$ cat src/rtl/uart_pkg.sv
// Shared UART definitions: FSM state encodings and frame geometry.
// Used by the FIFO-fed transmitter now and by the receiver later.
package uart_pkg;

  localparam int UART_DATA_BITS            = 8;
  localparam int UART_FRAME_BITS           = 10;
  localparam int UART_CLKS_PER_BIT_DEFAULT = 16;

  // Three bits wide so the unused encodings exist and can be recovered from.
  typedef enum logic [2:0] {
    ST_IDLE  = 3'd0,
    ST_START = 3'd1,
    ST_DATA  = 3'd2,
    ST_STOP  = 3'd3
  } uart_state_t;

endpackage

$ cat src/rtl/fifo_uart_tx_if.sv
// Bundle between the FIFO read port, the enable source and the UART transmitter.
// The transmitter uses the slave side; the FIFO and its controller use the master side.
interface fifo_uart_tx_if
  import uart_pkg::*;
#(
  parameter int DATA_W = UART_DATA_BITS
);

  logic              en;
  logic              fifo_empty;
  logic [DATA_W-1:0] fifo_data;
  logic              fifo_rd;
  logic              tx;
  logic              busy;
  logic              byte_done;

  modport master (
    output en, fifo_empty, fifo_data,
    input  fifo_rd, tx, busy, byte_done
  );

  modport slave (
    input  en, fifo_empty, fifo_data,
    output fifo_rd, tx, busy, byte_done
  );

endinterface

$ cat src/rtl/uart_baud_gen.sv
// Bit-period counter: bit_tick marks the last cycle of each bit, pre_tick the one before.
// Held at zero while clear is high so the first bit period starts cleanly.
module uart_baud_gen #(
  parameter int CLKS_PER_BIT = 16
) (
  input  logic clk,
  input  logic rst_n,
  input  logic clear,
  output logic bit_tick,
  output logic pre_tick
);

  localparam int CNT_W = (CLKS_PER_BIT > 1) ? $clog2(CLKS_PER_BIT) : 1;
  localparam logic [CNT_W-1:0] CNT_LAST = CNT_W'(CLKS_PER_BIT - 1);
  localparam logic [CNT_W-1:0] CNT_PRE  = CNT_W'(CLKS_PER_BIT - 2);

  logic [CNT_W-1:0] count;

  always_ff @(posedge clk) begin
    if (!rst_n || clear) begin
      count <= '0;
    end else if (count == CNT_LAST) begin
      count <= '0;
    end else begin
      count <= count + 1'b1;
    end
  end

  assign bit_tick = (count == CNT_LAST);
  assign pre_tick = (count == CNT_PRE);

endmodule

$ cat src/rtl/fifo_uart_tx.sv
// FIFO read-side consumer: pops one byte at a time and sends it as a UART 8N1 frame.
// All interface outputs come straight from flops.
module fifo_uart_tx
  import uart_pkg::*;
#(
  parameter int CLKS_PER_BIT = UART_CLKS_PER_BIT_DEFAULT,
  parameter int DATA_W       = UART_DATA_BITS
) (
  input  logic              clk,
  input  logic              rst_n,
  fifo_uart_tx_if.slave     bus
);

  uart_state_t       state;
  logic [DATA_W-1:0] shift_reg;
  logic [2:0]        bit_idx;
  logic              tx_q;
  logic              fifo_rd_q;
  logic              busy_q;
  logic              byte_done_q;
  logic              bit_tick;
  logic              pre_tick;
  logic              baud_clear;

  // Baud counter restarts on every frame because it is held clear through IDLE.
  assign baud_clear = (state == ST_IDLE);

  uart_baud_gen #(
    .CLKS_PER_BIT (CLKS_PER_BIT)
  ) u_baud (
    .clk      (clk),
    .rst_n    (rst_n),
    .clear    (baud_clear),
    .bit_tick (bit_tick),
    .pre_tick (pre_tick)
  );

  always_ff @(posedge clk) begin
    if (!rst_n) begin
      state       <= ST_IDLE;
      shift_reg   <= '0;
      bit_idx     <= '0;
      tx_q        <= 1'b1;
      fifo_rd_q   <= 1'b0;
      busy_q      <= 1'b0;
      byte_done_q <= 1'b0;
    end else begin
      fifo_rd_q   <= 1'b0;
      byte_done_q <= 1'b0;
      case (state)
        ST_IDLE: begin
          tx_q   <= 1'b1;
          busy_q <= 1'b0;
          if (bus.en && !bus.fifo_empty) begin
            shift_reg <= bus.fifo_data;
            fifo_rd_q <= 1'b1;
            tx_q      <= 1'b0;
            busy_q    <= 1'b1;
            bit_idx   <= '0;
            state     <= ST_START;
          end
        end
        ST_START: begin
          if (bit_tick) begin
            tx_q      <= shift_reg[0];
            shift_reg <= {1'b0, shift_reg[DATA_W-1:1]};
            state     <= ST_DATA;
          end
        end
        ST_DATA: begin
          if (bit_tick) begin
            if (bit_idx == 3'd7) begin
              tx_q  <= 1'b1;
              state <= ST_STOP;
            end else begin
              tx_q      <= shift_reg[0];
              shift_reg <= {1'b0, shift_reg[DATA_W-1:1]};
              bit_idx   <= bit_idx + 1'b1;
            end
          end
        end
        ST_STOP: begin
          // pre_tick lands the flag exactly in the final stop-bit cycle.
          if (pre_tick) begin
            byte_done_q <= 1'b1;
          end
          if (bit_tick) begin
            busy_q <= 1'b0;
            state  <= ST_IDLE;
          end
        end
        default: begin
          tx_q   <= 1'b1;
          busy_q <= 1'b0;
          state  <= ST_IDLE;
        end
      endcase
    end
  end

  assign bus.tx        = tx_q;
  assign bus.fifo_rd   = fifo_rd_q;
  assign bus.busy      = busy_q;
  assign bus.byte_done = byte_done_q;

endmodule

$ cat src/flat_wrapper.sv
// flat-port wrapper written by rule: the top's interface ports become plain ports
module fifo_uart_tx_flat import uart_pkg::*;
#(
  parameter int CLKS_PER_BIT = UART_CLKS_PER_BIT_DEFAULT,
  parameter int DATA_W       = UART_DATA_BITS
)
  (clk, rst_n, bus_en, bus_fifo_empty, bus_fifo_data, bus_fifo_rd, bus_tx, bus_busy, bus_byte_done);
  fifo_uart_tx_if #(.DATA_W(DATA_W)) bus_i ();
  input  logic clk;
  input  logic rst_n;
  input wire logic [$bits(bus_i.en)-1:0] bus_en;
  input wire logic [$bits(bus_i.fifo_empty)-1:0] bus_fifo_empty;
  input wire logic [$bits(bus_i.fifo_data)-1:0] bus_fifo_data;
  output wire logic [$bits(bus_i.fifo_rd)-1:0] bus_fifo_rd;
  output wire logic [$bits(bus_i.tx)-1:0] bus_tx;
  output wire logic [$bits(bus_i.busy)-1:0] bus_busy;
  output wire logic [$bits(bus_i.byte_done)-1:0] bus_byte_done;
  assign bus_i.en = bus_en;
  assign bus_i.fifo_empty = bus_fifo_empty;
  assign bus_i.fifo_data = bus_fifo_data;
  assign bus_fifo_rd = bus_i.fifo_rd;
  assign bus_tx = bus_i.tx;
  assign bus_busy = bus_i.busy;
  assign bus_byte_done = bus_i.byte_done;
  fifo_uart_tx #(.CLKS_PER_BIT(CLKS_PER_BIT), .DATA_W(DATA_W)) u_core (.clk(clk), .rst_n(rst_n), .bus(bus_i));
endmodule
$ cat config.mk
export PLATFORM = sky130hd
export DESIGN_NAME = fifo_uart_tx_flat
export DESIGN_NICKNAME = d
export VERILOG_FILES = /design/src/rtl/uart_pkg.sv /design/src/rtl/fifo_uart_tx_if.sv /design/src/rtl/uart_baud_gen.sv /design/src/rtl/fifo_uart_tx.sv /design/src/flat_wrapper.sv
export SDC_FILE = /design/constraint.sdc
export NUM_CORES = 1
export LEC_CHECK = 0
export BUFFER_PORTS_ARGS = -buffer_cell sky130_fd_sc_hd__buf_4
export CAP_MARGIN = 15
export CORE_ASPECT_RATIO = 0.7
export CORE_MARGIN = 3
export CORE_UTILIZATION = 54
export CTS_BUF_LIST = sky130_fd_sc_hd__clkbuf_16
export DETAILED_ROUTE_END_ITERATION = 7
export HOLD_SLACK_MARGIN = 0.15
export PLACE_DENSITY_LB_ADDON = 0.12
export SLEW_MARGIN = 20
export SYNTH_ARGS = -nofsm -noshare
export SYNTH_HDL_FRONTEND = slang
export SYNTH_SLANG_ARGS = --single-unit
$ cat constraint.sdc
create_clock -name clk -period 2.35 [get_ports clk]
set_clock_uncertainty 0.1 [all_clocks]
set_input_delay 0.3525 -clock clk [delete_from_list [all_inputs] [get_ports clk]]
set_output_delay 0.3525 -clock clk [all_outputs]
set_load 0.1 [all_outputs]
# Yosys cells after proc, flatten, opt, wreduce, memory -nomap -nowiden
# Index checks and enable logic that the tools add are counted.
dict set report classes {
  muxes 24
  n_eq_ne 12
  n_reduce_logical 16
  addsub 2
  n_bitwise 2
}
# op n
set ops {}
lappend ops {{$mux W8} 4}
lappend ops {{$mux W3} 8}
lappend ops {{$pmux W8 S3} 1}
lappend ops {{$pmux W3 S4} 1}
lappend ops {{$ne A2 B1 Y1 const B} 5}
lappend ops {{$reduce_and A5 Y1} 2}
lappend ops {{$eq A4 B4 Y1 const B} 2}
lappend ops {{$mux W1} 7}
lappend ops {{$eq A3 B2 Y1 const B} 2}
lappend ops {{$pmux W3 S2} 1}
lappend ops {{$reduce_and A2 Y1} 3}
lappend ops {{$add A4 B1 Y4 const B} 1}
lappend ops {{$pmux W1 S4} 1}
lappend ops {{$reduce_and A4 Y1} 1}
lappend ops {{$reduce_or A2 Y1} 2}
lappend ops {{$add A3 B1 Y3 const B} 1}
lappend ops {{$eq A3 B1 Y1 const B} 1}
lappend ops {{$eq A3 B3 Y1 const B} 1}
lappend ops {{$logic_not A3 Y1} 1}
lappend ops {{$pmux W1 S3} 1}
lappend ops {{$reduce_and A3 Y1} 1}
lappend ops {{$reduce_bool A3 Y1} 1}
lappend ops {{$logic_not A1 Y1} 2}
lappend ops {{$ne A2 B2 Y1 const B} 1}
lappend ops {{other kinds (4)} 5}
dict set report totals {
  reg_bits 22
  in_bits 12
}

# Longest topological paths before layout
# Gate-level depths: netlist of run 1.
dict set report logic_depth {
  depth_word 4
  depth_mapped 7
  ltp_nobuf 6
}

# Cells and area by module
# Synthesis of run 1 repeated with hierarchy kept, for this count alone.
dict set report hier_totals {
  cells_unflattened 109
  hier_area_um2 1058.5
}
# mod n_inst seq_area_each_um2 area_each_um2 cells_each
set by_module_without_submodules {}
lappend by_module_without_submodules {fifo_uart_tx 1 340.3 875.8 92}
lappend by_module_without_submodules {uart_baud_gen 1 80.1 182.7 17}

# Worst setup path before layout of run 1
# OpenSTA, ideal clock, no wires.
dict set report synth_timing {
  path_type {register to register}
  start {register u_core.state[0]}
  end {register u_core.shift_reg[0]}
  path_stages_with_launch 8
  t_arrival_ns 1.530
  setup_slack_ns 0.632
  required_time_ns 2.162
  path_cell_list {dfxtp_1 -> inv_1 -> ha_1 -> or2_2 -> o211ai_4 -> buf_8 -> a21oi_2 -> a311oi_2}
}
dict set report synth_between {
  elab_chain_cells 3
  word_cells_on_any_way 10
  cone_classes {6 x eq/ne; 1 x mux; 3 x reduce/logical}
}
# item line
set synth_rtl {}
lappend synth_rtl {{start: declaration} fifo_uart_tx.sv:14} ;# uart_state_t state;
lappend synth_rtl {{start signal: assignment} fifo_uart_tx.sv:40} ;# state <= ST_IDLE;
lappend synth_rtl {{start signal: assignment} fifo_uart_tx.sv:60} ;# state <= ST_START;
lappend synth_rtl {{start signal: assignment} fifo_uart_tx.sv:67} ;# state <= ST_DATA;
lappend synth_rtl {{$eq A3 B1 Y1 (tied with other cells)} fifo_uart_tx.sv:50} ;# case (state)
lappend synth_rtl {{$ne A2 B1 Y1 (no line) (tied with other cells)} -}
lappend synth_rtl {{$reduce_and A5 Y1 (no line)} -}
lappend synth_rtl {{end signal: assignment} fifo_uart_tx.sv:55} ;# shift_reg <= bus.fifo_data;
lappend synth_rtl {{end signal: assignment} fifo_uart_tx.sv:66} ;# shift_reg <= {1'b0, shift_reg[DATA_W-1:1]};
lappend synth_rtl {{end signal: assignment} fifo_uart_tx.sv:77} ;# shift_reg <= {1'b0, shift_reg[DATA_W-1:1]};
lappend synth_rtl {{end: declaration} fifo_uart_tx.sv:15} ;# logic [DATA_W-1:0] shift_reg;
# Parallel ways exist; a longest one is shown, timed or not.
# A chain may end at the register's enable or synchronous reset.

# Final worst setup path of run 1
dict set report layout_timing {
  start {register u_core.state[0]}
  end {register u_core.shift_reg[2]}
}
# The elaborated chain is that of the path after synthesis.

==> results of run 1 <==
critical path: cells and delay by family, from the launching register on:
family                   cells  cell delay, ps
flip-flops                   1             350
AND/OR/NAND/NOR              1             360
buffers and inverters        1              90
AO/OA/AOI/OAI                3             620
adder cells (fa/ha/maj)      1             260
Yosys cell counts:
master	n	area [um2]
clkbuf_8	1	13.8
nand2_1	3	11.3
mux2_2	1	11.3
nand3b_1	1	7.51
buf_2	1	5.00
o32a_1	1	10.0
nand3_2	1	10.0
inv_1	4	15.0
buf_8	1	15.0
and2_1	1	6.26
or2_2	1	6.26
nand4_1	1	6.26
a21o_1	1	7.51
clkbuf_1	3	11.3
and4b_2	1	11.3
a21oi_2	2	17.5
xor2_1	1	8.76
buf_1	1	3.75
nand2b_1	1	6.26
o21a_1	1	7.51
a32oi_1	1	8.76
nand3_1	4	20.0
nor3_1	1	5.00
xnor2_1	1	8.76
o211ai_4	1	21.3
a21bo_2	1	10.0
a311oi_1	6	52.6
dfxtp_1	21	420
or3_1	1	6.26
a22o_1	2	17.5
a21oi_1	9	45.0
o22a_1	1	8.76
nand4b_1	2	17.5
and4b_1	1	10.0
o31ai_1	2	15.0
a311oi_2	1	15.0
nor2_1	8	30.0
mux2i_1	8	80.1
ha_1	8	100
cell families after synthesis:
| group | Yosys count | synth area share |
|---|---|---|
| buffers and inverters | 11 | 0.0589 |
| AO/OA/AOI/OAI | 29 | 0.218 |
| AND/OR/NAND/NOR | 27 | 0.142 |
| XOR/XNOR | 2 | 0.0162 |
| flip-flops | 21 | 0.388 |
| multiplexers | 9 | 0.0843 |
| adder cells (fa/ha/maj) | 8 | 0.0924 |
area by class of cell:
type | instances | share of cell area
flip-flops and latches | 21 | 0.334
repair buffers | 16 | 0.0953
well taps | 21 | 0.0209
clock buffers | 3 | 0.0596
clock inverters | 1 | 0.00298
inverters | 4 | 0.0119
multi-input cells | 75 | 0.476
placed cells by master, fill, tap and decap left out, types with 2 or more instances in the layout:
master and n:
dfxtp_1 21, buf_4 16, a21oi_1 9, mux2i_1 8
nor2_1 8, ha_1 8, a311oi_1 6, inv_1 5
nand3_1 4, nand2_1 3, clkbuf_16 3, a21oi_2 2
nand4b_1 2, a22o_1 2, o31ai_1 2
layer usage:
metal | vias up | part of all wire | wire [um]
li1 | 422 | - | -
met1 | 392 | 0.47 | 1010
met3 | 2 | 0.054 | 114
met2 | 23 | 0.47 | 995
met4 | 0 | 0.0042 | 9
met5 | - | 0 | 0
final timing paths:
path	from	endpoint
min reg2reg	u_core.u_baud.count[0]	u_core.u_baud.count[0]
max	u_core.state[0]	u_core.shift_reg[2]
min	bus_fifo_data[7]	u_core.shift_reg[7]
max reg2reg	u_core.state[0]	u_core.shift_reg[2]
metrics by stage:
stage               setup slack (ps)   util  hold WS (ps)  std cells  power (uW)
global placement                 556  0.684           341        137        1330
detailed placement               488  0.684           355        137        1370
CTS                              461  0.730           299        141        1730
floorplan                        632      -           330        107        1250
global route                     311  0.730           318        141        1830
finish                           473  0.730           302        141        1720
power by group through the flow:
stage	Clock (uW)	Combinational (uW)	Sequential, uW
detailed placement	0	852	521
CTS	355	860	515
global route	372	935	528
global placement	0	816	515
floorplan	0	615	632
finish	347	862	516
==> flow_summary.ini, run 1 <==
[global_routing]
antenna_found_initial = 0
grt-ovfl-total = 0
grt_pass1_vias = 825
grtUsageMet2 = 0.303
grt_util_met1 = 0.233
grt_use_met3 = 0.0625
grt_pass1_wl_um = 3620
top_usage_layer = met2
gr-usage-all-layers = 0.182
grt_max_degree = 18

[floorplanning]
die_h_um = 43.5
dieArea_um2 = 2590
coreArea_um2 = 1730
ios = 16
start_util = 0.628
die_w_um = 59.5
num_rows = 12

[power_and_ir_drop]
p_sw_frac = 0.417
power.leakage_uw = 0.000519
p_per_area_nw_per_um2 = 1370
pwr-share-clk = 0.201
power_frac_seq = 0.299
intPower_uw = 1010
peakVddDrop_uv = 1080
p_comb_frac = 0.500
p_switching_uw = 719

[timing]
max_slew.worst_pin.slew_ps = 496
period_share = 0.799
layout_min_cycle_time_ps = 1880
rsz0062_at_grt = false
slew_viol_final = 0
slew_headroom = 0.668
fmax_mhz = 533
finalSetupTns_ps = 0
setup_viol = 0
hold_viol = 0

[worst_setup_path]
required_ps = 2410
rrSetupSlack_ps = 470
crit_chain = inv_1 > ha_1 > or2_2 > o211ai_4 > a21oi_1 > a311oi_1
worstSetupStartpointType = register
worst-path-max-fanout = 17
cpMaxStageDelayCell = or2_2
arrival_ps = 1930
ff2ff_path_depth = 6
crit_path_end_kind = register
cpPeakStageDelay_ps = 360
crit_type = register to register

[placed_design]
portBuffers = 15
gp_congestion = 0.825
placement.cell_area_um2 = 1180
dp_hpwl_um = 1570

[layout]
multiInputGateArea_um2 = 599
drive_gt1_frac = 0.233
area_growth_pct = 16.3
largest_reg_flops = 8
n_fill_cell = 132
design_area_um2 = 1260
seq_area_um2 = 420
n_antenna_cell = 0
fin_nets = 141

[clock_tree]
cts_buffer_depth = 2
post-cts-setup-buffers = 0
cts-resized-gates = 0
cts_buffers = 3
htree_levels = 1
cts_hold_buf = 0
clock_sinks = 21
cts_tree = built
clock_latency_ps = 250
clockRootBuffer = clkbuf_16
clk_pin_slew_ps = 50

[detailed_routing]
first_iter_violations = 41
num_vias = 839
vias_per_cell = 5.95
wl_um = 2130
ant_nets = 0
drc = 0
wl_per_cell_um = 15.1
drt_pre_antenna_iters = 4

[synth]
synth_fp_nets = 127
syn-instance-count = 107
synth.distinct_cells = 39
syn_avg_cell_area_um2 = 10.1
synthesis.area_um2 = 1080
ys_seq_area_frac = 0.388
ys_seq_elements = 21
yosys_warnings = 0

[job]
max_cap_violations = 0

[min_path]
holdPathStages = 3
min_path_type = input pin to register

[outcome]
status = completed
No activity file was read; power rests on OpenSTA's default activity.
==> run 2, diff against run 1 <==
==> constraint.sdc (replaced) <==
create_clock -name clk -period 1.9 [get_ports clk]
set_clock_uncertainty 0.1 [all_clocks]
set_input_delay 0.285 -clock clk [delete_from_list [all_inputs] [get_ports clk]]
set_output_delay 0.285 -clock clk [all_outputs]
set_load 0.1 [all_outputs]
==> run 2 against run 1 <==
Compared with the run above: maximum frequency is 5.1% higher; sequential share of layout area is 1.7 points lower; flip-flop and latch count stayed put; final cell count is 3.5% higher; largest cell class unchanged; hold slack worse by 73 ps; power is 29% higher.
==> flow_summary.ini, run 2 (synthesis gave the netlist of run 1 again) <==
[worst_setup_path]
crit_chain = inv_1 > ha_4 > nand4b_1 > buf_4 > o211ai_2 > buf_4 > a311oi_1
crit_family = buffers and inverters
crit_buf_inv = 3
path_common_cell = buf_4
cpPeakStageDelay_ps = 330
cpMaxStageDelayCell = dfxtp_1
crit_type = register to register
arrival_ps = 1850
worst-path-max-fanout = 7
crit_path_end_kind = register
required_ps = 1970
worstSetupStartpointType = register

[detailed_routing]
ant_nets = 0
first_iter_violations = 52
wl_um = 2320
drc = 0
vias_per_cell = 6.06
wl_per_cell_um = 15.9
drt_pre_antenna_iters = 4
num_vias = 885

[global_routing]
grt-ovfl-total = 0
grt_pass1_vias = 819
grt_pass1_wl_um = 3680
grt_max_degree = 18
gr-usage-all-layers = 0.189
antenna_found_initial = 0

[timing]
hold_viol = 0
period_share = 0.940
fmax_mhz = 560
layout_min_cycle_time_ps = 1790
setup_viol = 0
setup_slack_ps = 114
finalSetupTns_ps = 0
slew_headroom = 0.673
max_slew.worst_pin.slew_ps = 491
slew_viol_final = 0

[layout]
area_growth_pct = 22.4
layout.cells.non_filler = 146
largest_reg_flops = 8
fin_util = 0.768
fin_nets = 146
final_cell_mix = dfxtp_1, buf_4, a21oi_1
design_area_um2 = 1330
final_common_cell = dfxtp_1
n_antenna_cell = 0
drive_gt1_frac = 0.296

[floorplanning]
coreArea_um2 = 1730
die_w_um = 59.5
start_util = 0.628
num_rows = 12
ios = 16
dieArea_um2 = 2590
die_h_um = 43.5

[min_path]
min_path_type = input pin to register

[clock_tree]
cts_buffers = 3
clock_sinks = 21
cts_hold_buf = 0
clockRootBuffer = clkbuf_16
htree_levels = 1
clk_pin_slew_ps = 60
clock_latency_ps = 260
cts_tree = built
cts_buffer_depth = 2

[power_and_ir_drop]
power.leakage_uw = 0.000536
peakVddDrop_uv = 1430
p_per_area_nw_per_um2 = 1680

[placed_design]
dp.cells = 139
dp_hpwl_um = 1560
pre_cts_slack_ps = 23.6
gp_congestion = 0.799
portBuffers = 15
placement.cell_area_um2 = 1200

[outcome]
status = completed

[job]
max_cap_violations = 0
run 2: final cells by class:
class / instances / area, um2
inverters: 4 / 15.0
repair buffers: 20 / 150
fillers: 119 / 400
well taps: 21 / 26.3
clock buffers: 3 / 75.1
clock inverters: 1 / 5.00
multi-input cells: 76 / 634
flip-flops and latches: 21 / 420
run 2: tightest hold or removal path: cells and delay by family:
kind | cells | cell delay [ps]
buffers and inverters | 1 | 130
AOI/OAI and AO/OA | 1 | 60
and+or+nand+nor | 1 | 80
run 2: repair_timing:
item / in CTS / in global routing
hold endpoints to repair: 0 / 0
cloned: 0 / 1
gates resized for setup: 0 / 4
buffers inserted: 1 / 1
endpoints found under the setup margin: 1 / 11
pin swaps: 0 / 2
run 2: report_power, final:
group | total (uW) | internal, uW | switching, uW | leakage (uW)
clock network | 447 | 283 | 164 | 0.0000409
registers | 643 | 564 | 78.9 | 0.000172
logic | 1140 | 448 | 692 | 0.000323
total | 2230 | 1300 | 935 | 0.000536
run 2: through the flow:
step	power (uW)	hold slack, ps
floorplan	1540	330
global placement	1650	342
detailed placement	1690	356
CTS	2170	220
global route	2390	246
finish	2230	229
run 2: path summary, 6_finish.rpt:
path,startpoint,depth (start not counted),to,slack (ps)
setup reg to reg,u_core.state[0],7,u_core.shift_reg[2],110
setup / recovery,u_core.state[0],7,u_core.shift_reg[2],110
hold / removal,rst_n,3,u_core.state[1],230
hold reg to reg,u_core.u_baud.count[0],1,u_core.u_baud.count[0],360
run 2: routing by layer:
| metal | up-vias | GRT usage | wire [um] |
|---|---|---|---|
| li1 | 435 | - | - |
| met1 | 428 | 0.233 | 1050 |
| met2 | 19 | 0.314 | 1140 |
| met3 | 3 | 0.0714 | 112 |
| met4 | 0 | 0.0398 | 12 |
| met5 | - | 0 | 0 |
